## config.mk

```make
export PLATFORM = sky130hd
export DESIGN_NAME = bcd_convert_seq_flat
export DESIGN_NICKNAME = d
export VERILOG_FILES = /design/src/rtl/bcd_pkg.sv /design/src/rtl/bcd_convert_seq_if.sv /design/src/rtl/bcd_add3.sv /design/src/rtl/bcd_convert_seq.sv /design/src/flat_wrapper.sv
export SDC_FILE = /design/constraint.sdc
export NUM_CORES = 1
export LEC_CHECK = 0
export ABC_CLOCK_PERIOD_IN_PS = 4200
export CAP_MARGIN = 40
export CORE_ASPECT_RATIO = 0.5
export CORE_MARGIN = 1.5
export CORE_UTILIZATION = 25
export DETAILED_ROUTE_END_ITERATION = 16
export GPL_TIMING_DRIVEN = 0
export MAX_ROUTING_LAYER = met4
export PLACE_DENSITY = 0.51
export SLEW_MARGIN = 20
export SYNTH_ARGS = -nofsm -noshare
export SYNTH_HDL_FRONTEND = slang
export SYNTH_HIERARCHICAL = 1
export SYNTH_SLANG_ARGS = --single-unit
```

## constraint.sdc

```tcl
create_clock -name clk -period 4.2 [get_ports clk]
set_clock_uncertainty 0.2 [all_clocks]
set_input_delay 1.05 -clock clk [delete_from_list [all_inputs] [get_ports clk]]
set_output_delay 1.05 -clock clk [all_outputs]
set_load 0.02 [all_outputs]
```

## src/rtl/bcd_pkg.sv

```systemverilog
`default_nettype none
// ============================================================================
// Module      : bcd_pkg
// Description : Shared constants for the sequential binary-to-BCD converter.
//               Holds the BCD digit width, the FSM state encoding and the
//               helper that sizes the internal BCD field for a binary width.
// Revision    : 1.0 - initial release
// ============================================================================
package bcd_pkg;

    // Width of one packed BCD digit.
    localparam int BCD_W = 4;

    // State encoding.
    localparam logic [0:0] ST_IDLE  = 1'b0;
    localparam logic [0:0] ST_SHIFT = 1'b1;

    typedef enum logic [0:0] {
        IDLE  = ST_IDLE,
        SHIFT = ST_SHIFT
    } state_t;

    // Number of BCD digits needed to hold any WIDTH-bit binary value:
    // each decimal digit covers a little more than 3 bits.
    function automatic int bcd_idigits(input int width);
        return (width + 2) / 3;
    endfunction

endpackage
`default_nettype wire

```

## src/rtl/bcd_convert_seq_if.sv

```systemverilog
`default_nettype none
// ============================================================================
// Module      : bcd_convert_seq_if
// Description : Data/handshake bundle between the divider, the converter and
//               the display multiplexer.
//               Res_in/Ready_in : binary result and ready flag from divider
//               Bcd/Overflow    : saturated packed BCD and overflow flag
//               Valid           : one-cycle update strobe
//               Busy            : conversion in progress
// Revision    : 1.0 - initial release
// ============================================================================
interface bcd_convert_seq_if #(
    parameter int WIDTH  = 16,
    parameter int DIGITS = 4
);
    logic [WIDTH-1:0]    Res_in;
    logic                Ready_in;
    logic [4*DIGITS-1:0] Bcd;
    logic                Overflow;
    logic                Valid;
    logic                Busy;

    // Upstream/downstream side (divider + display) drives the inputs.
    modport master (
        output Res_in, Ready_in,
        input  Bcd, Overflow, Valid, Busy
    );

    // Converter side.
    modport slave (
        input  Res_in, Ready_in,
        output Bcd, Overflow, Valid, Busy
    );
endinterface
`default_nettype wire

```

## src/rtl/bcd_add3.sv

```systemverilog
`default_nettype none
// ============================================================================
// Module      : bcd_add3
// Description : Combinational double-dabble correction cell: a BCD digit of
//               5 or more gets 3 added so the following left shift carries
//               correctly into the next decimal digit.
//               i_digit : digit before correction
//               o_digit : corrected digit
// Revision    : 1.0 - initial release
// ============================================================================
module bcd_add3 (
    input  wire  [3:0] i_digit,
    output logic [3:0] o_digit
);
    assign o_digit = (i_digit >= 4'd5) ? i_digit + 4'd3 : i_digit;
endmodule
`default_nettype wire

```

## src/rtl/bcd_convert_seq.sv

```systemverilog
`default_nettype none
// ============================================================================
// Module      : bcd_convert_seq
// Description : Sequential binary-to-BCD converter (shift-and-add-3, one bit
//               per enabled clock). Captures the divider result on the rising
//               edge of Ready_in, converts it, and presents saturated packed
//               BCD with a one-cycle Valid strobe.
//               clk   : rising-edge clock
//               reset : asynchronous active-high reset
//               en    : clock enable (Ready edge detector always runs)
//               bus   : Res_in/Ready_in in, Bcd/Overflow/Valid/Busy out
// Revision    : 1.0 - initial release
// ============================================================================
module bcd_convert_seq
    import bcd_pkg::*;
#(
    parameter int WIDTH  = 16,
    parameter int DIGITS = 4
) (
    input  wire              clk,
    input  wire              reset,
    input  wire              en,
    bcd_convert_seq_if.slave bus
);
    localparam int IDIGITS = bcd_idigits(WIDTH);
    localparam int BCDF_W  = BCD_W * IDIGITS;
    localparam int SR_W    = BCDF_W + WIDTH;
    localparam logic [4:0] c_LAST = 5'(WIDTH - 1);

    // Registered state
    state_t              r_state;
    logic [SR_W-1:0]     r_sr;
    logic [4:0]          r_cnt;
    logic                r_ready_q;
    logic                r_pending;
    logic [WIDTH-1:0]    r_pend_val;
    logic [4*DIGITS-1:0] r_bcd;
    logic                r_ovf;
    logic                r_valid;
    logic                r_busy;

    // Next-state values
    state_t              w_state_n;
    logic [SR_W-1:0]     w_sr_n;
    logic [4:0]          w_cnt_n;
    logic                w_pending_n;
    logic [WIDTH-1:0]    w_pend_val_n;
    logic [4*DIGITS-1:0] w_bcd_n;
    logic                w_ovf_n;
    logic                w_valid_n;
    logic                w_busy_n;

    logic                w_start;
    logic [BCDF_W-1:0]   w_adj;
    logic [SR_W-1:0]     w_shifted;
    logic [BCDF_W-1:0]   w_field;
    logic [4*DIGITS-1:0] w_lo;
    logic                w_hi_nz;

    assign w_start = bus.Ready_in & ~r_ready_q;

    // Add-3 correction on every BCD digit of the current register.
    genvar gi;
    generate
        for (gi = 0; gi < IDIGITS; gi++) begin : g_add3
            bcd_add3 u_add3 (
                .i_digit (r_sr[WIDTH + BCD_W*gi +: BCD_W]),
                .o_digit (w_adj[BCD_W*gi +: BCD_W])
            );
        end
    endgenerate

    assign w_shifted = {w_adj[BCDF_W-2:0], r_sr[WIDTH-1:0], 1'b0};
    assign w_field   = w_shifted[SR_W-1:WIDTH];

    // Split the post-shift BCD field into presented digits and the
    // digits above them that signal saturation.
    generate
        if (IDIGITS > DIGITS) begin : g_wide
            assign w_lo    = w_field[4*DIGITS-1:0];
            assign w_hi_nz = |w_field[BCDF_W-1:4*DIGITS];
        end else begin : g_narrow
            assign w_lo    = (4*DIGITS)'(w_field);
            assign w_hi_nz = 1'b0;
        end
    endgenerate

    always_comb begin
        w_state_n    = r_state;
        w_sr_n       = r_sr;
        w_cnt_n      = r_cnt;
        w_pending_n  = r_pending;
        w_pend_val_n = r_pend_val;
        w_bcd_n      = r_bcd;
        w_ovf_n      = r_ovf;
        w_valid_n    = 1'b0;
        w_busy_n     = r_busy;

        if (en) begin
            case (r_state)
                IDLE: begin
                    if (w_start || r_pending) begin
                        // A fresh edge is newer than anything left pending.
                        w_sr_n      = {{BCDF_W{1'b0}},
                                       (w_start ? bus.Res_in : r_pend_val)};
                        w_cnt_n     = 5'd0;
                        w_pending_n = 1'b0;
                        w_busy_n    = 1'b1;
                        w_state_n   = SHIFT;
                    end
                end
                SHIFT: begin
                    w_sr_n  = w_shifted;
                    w_cnt_n = r_cnt + 5'd1;
                    if (r_cnt == c_LAST) begin
                        w_bcd_n   = w_hi_nz ? {DIGITS{4'h9}} : w_lo;
                        w_ovf_n   = w_hi_nz;
                        w_valid_n = 1'b1;
                        w_busy_n  = 1'b0;
                        w_state_n = IDLE;
                    end
                end
                default: w_state_n = IDLE;
            endcase
        end

        // Requests that cannot be taken right now are queued one deep;
        // the newest value overwrites an older queued one.
        if (w_start && !(en && r_state == IDLE)) begin
            w_pending_n  = 1'b1;
            w_pend_val_n = bus.Res_in;
        end
    end

    always_ff @(posedge clk or posedge reset) begin
        if (reset) begin
            r_state    <= IDLE;
            r_sr       <= '0;
            r_cnt      <= 5'd0;
            r_ready_q  <= 1'b0;
            r_pending  <= 1'b0;
            r_pend_val <= '0;
            r_bcd      <= '0;
            r_ovf      <= 1'b0;
            r_valid    <= 1'b0;
            r_busy     <= 1'b0;
        end else begin
            r_state    <= w_state_n;
            r_sr       <= w_sr_n;
            r_cnt      <= w_cnt_n;
            r_ready_q  <= bus.Ready_in;
            r_pending  <= w_pending_n;
            r_pend_val <= w_pend_val_n;
            r_bcd      <= w_bcd_n;
            r_ovf      <= w_ovf_n;
            r_valid    <= w_valid_n;
            r_busy     <= w_busy_n;
        end
    end

    assign bus.Bcd      = r_bcd;
    assign bus.Overflow = r_ovf;
    assign bus.Valid    = r_valid;
    assign bus.Busy     = r_busy;

endmodule
`default_nettype wire

```

## src/flat_wrapper.sv

```systemverilog
// flat-port wrapper written by rule: the top's interface ports become plain ports
module bcd_convert_seq_flat import bcd_pkg::*;
#(
    parameter int WIDTH  = 16,
    parameter int DIGITS = 4
)
  (clk, reset, en, bus_Res_in, bus_Ready_in, bus_Bcd, bus_Overflow, bus_Valid, bus_Busy);
  bcd_convert_seq_if #(.WIDTH(WIDTH), .DIGITS(DIGITS)) bus_i ();
  input  wire clk;
  input  wire reset;
  input  wire en;
  input wire logic [$bits(bus_i.Res_in)-1:0] bus_Res_in;
  input wire logic [$bits(bus_i.Ready_in)-1:0] bus_Ready_in;
  output wire logic [$bits(bus_i.Bcd)-1:0] bus_Bcd;
  output wire logic [$bits(bus_i.Overflow)-1:0] bus_Overflow;
  output wire logic [$bits(bus_i.Valid)-1:0] bus_Valid;
  output wire logic [$bits(bus_i.Busy)-1:0] bus_Busy;
  assign bus_i.Res_in = bus_Res_in;
  assign bus_i.Ready_in = bus_Ready_in;
  assign bus_Bcd = bus_i.Bcd;
  assign bus_Overflow = bus_i.Overflow;
  assign bus_Valid = bus_i.Valid;
  assign bus_Busy = bus_i.Busy;
  bcd_convert_seq #(.WIDTH(WIDTH), .DIGITS(DIGITS)) u_core (.clk(clk), .reset(reset), .en(en), .bus(bus_i));
endmodule
```

==> impl_metrics.csv <==
group,metric,value,unit
clock_tree,cts.htree.levels,3,
setup_path,r2r_slack,1.66,ns
setup_path,timing.critical_path.slowest_stage_cell,"clkdlybuf4s50_1",
cells_and_area,nets,485,
cells_and_area,antennaDiodeCount,0,
timing,period_share,0.656,
pwr,p_per_area,628,nW/µm²
clock_tree,clockBufferDepth,2,
global_routing,antenna_found_initial,0,
synthesis,ys_warn_count,6,
cells_and_area,final_common_cell,"dfrtp_1",
setup_path,timing.rr.end,"u_core/bus.Overflow",
global_routing,grt_max_degree,48,
detailed_routing,dr.pass1.iters,4,
clock_tree,clk_latency,0.34,ns
timing,final-setup-viol-count,0,
setup_path,cp-end-kind,"flop",
pwr,power,3300,µW
floorplan,io_pins,39,
cells_and_area,post-route-util,0.318,
setup_path,path_max_fanout,10,
worst_hold_path,whs_endpoint,"u_core/bus.Bcd[6]",
place,dp_hpwl,6500,µm
timing,slew_viol_final,0,
clock_tree,cts_num_sinks,83,
detailed_routing,drc_errors,0,
detailed_routing,m1WireLength,4870,µm
synthesis,syn_area,4270,µm²
status,status,"finished, final reports clean",
floorplan,row_count,33,
detailed_routing,drt_wl_total,9520,µm
setup_path,path_cells,"clkdlybuf4s50_1 > nor2b_4 > o31a_1 > buf_6 > buf_12 > mux2_4",
timing,timing.fmax,363,MHz
place,gp_congestion,0.772,
floorplan,coreArea,16500,µm²
worst_hold_path,hold_path_class,"flop to flop",
detailed_routing,dr_wl_met2,4310,µm
global_routing,grt_usage,0.120,
timing,whs,0.280,ns
setup_path,cp_num_cells,6,
timing,slew_headroom,0.653,
timing,rsz0062_at_grt,"false",
clock_tree,path_clk_slew,0.06,ns
detailed_routing,routed_via_density,4.43,
clock_tree,post_cts_buffers,0,
detailed_routing,wl_met3,232,µm
detailed_routing,ant_nets,0,
clock_tree,root_buffer,"clkbuf_16",
setup_path,crit_family,"buffers and inverters",
place,port_buffers,37,
worst_hold_path,min_path_cells,2,
place,post-place-ws,1.09,ns
clock_tree,cts_buffers,9,
clock_tree,cts_resized,0,
setup_path,critical_path_required,4.22,ns
floorplan,die_w,188,µm
floorplan,die-area,17900,µm²
floorplan,start_util,0.258,
pwr,p_leak,0.00230,µW
global_routing,grt_first_pass_wirelength,16300,µm
timing,worstMarginPinSlew,0.520,ns
timing,hold_violations,0,
detailed_routing,maxUsedRoutingLayer,"met4",
cells_and_area,drive_gt1_frac,0.163,
setup_path,slowest_delay,0.64,ns
worst_hold_path,hp-start,"u_core/bus.Bcd[6]",
cells_and_area,layout_common_cells,"dfrtp_1 (83), nand2_1 (44), nor2_1 (39)",
timing,min_period,2.75,ns
clock_tree,cts_hold_buf,0,
detailed_routing,detail_route.iter0.violations,157,
flow_run,maxCapViolCount,0,
synthesis,syn-instance-count,402,
global_routing,overflow,0,
setup_path,cp.arrival,2.77,ns
setup_path,worstReg2RegStart,"u_core/r_sr[32]",
detailed_routing,wire_per_inst,14.0,µm
detailed_routing,vias,3017,
pwr,ir_drop,173,µV
timing,tns,0,ns
synthesis,syn_nets,436,
setup_path,crit_type,"primary input to flop",
setup_path,crit_buf_inv,3,
clock_tree,cts_tree,"built",
global_routing,grt_pass1_vias,3148,
cells_and_area,area_growth,23.1,%
synthesis,syn_area_per_cell,10.6,µm²
setup_path,rr_worst_depth,8,
timing,setup_slack,1.45,ns
floorplan,die_h,95.4,µm
setup_path,worst_setup_path_start_kind,"primary input",
how the worst max path moves through the flow:
stage | from | end | slack [ns]
after detailed placement | bus_Ready_in | u_core/r_sr[5] | 1.09
final | bus_Ready_in | u_core/r_sr[3] | 1.45
after global placement | reset | u_core/r_pend_val[5] | -0.72
after global routing | bus_Ready_in | u_core/r_sr[10] | 1.31
after floorplan | reset | u_core/bus.Bcd[0] | 0.81
after CTS | bus_Ready_in | u_core/r_sr[5] | 1.44
per-layer routing:
| layer | up-vias | track usage |
|---|---|---|
| li1 | 1497 | - |
| met2 | 30 | 0.184 |
| met3 | 11 | 0.0265 |
| met1 | 1479 | 0.157 |
| met5 | - | - |
| met4 | 0 | 0.0460 |
report_power, final:
| part | leakage, µW | switching [µW] | internal [µW] |
|---|---|---|---|
| clock network | 0.000151 | 304 | 502 |
| logic | 0.00109 | 612 | 612 |
| registers | 0.00106 | 207 | 1060 |
| total | 0.00230 | 1120 | 2170 |
cell type report:
| type | instances | area (µm²) |
|---|---|---|
| timing repair buffer | 38 | 398 |
| buffer | 23 | 149 |
| multi-input combinational | 264 | 1920 |
| tap | 227 | 284 |
| clock buffer | 12 | 267 |
| inverter | 32 | 123 |
| clock inverter | 2 | 35.0 |
| sequential | 83 | 2080 |
| fill | 1745 | 11300 |
registers in the layout, indices dropped and copies added, names as in the netlist:
signal               flops
u_core/bus.Busy          1
u_core/r_ready_q         1
u_core/r_pending         1
u_core/bus.Bcd          16
u_core/r_sr             40
u_core/bus.Overflow      1
u_core/r_cnt             5
u_core/bus.Valid         1
u_core/r_pend_val       16
u_core/r_state           1
worst register-to-register path: stages, from the launching register on:
cell and delay (ns):
dfrtp_1 0.44, ha_1 0.21, nand2b_1 0.17, a21oi_2 0.20, xnor2_1 0.11, nor4_1 0.36
and2_1 0.17, clkbuf_1 0.39, o21ai_0 0.15
stage by stage:
| step | area (µm²) | cells |
|---|---|---|
| final | 5250 | 681 |
| after global routing | 5250 | 681 |
| after CTS | 5250 | 681 |
| after detailed placement | 4950 | 667 |
| after global placement | 4920 | 666 |
| after floorplan | 4270 | 402 |
No activity file was read; power rests on OpenSTA's default activity.
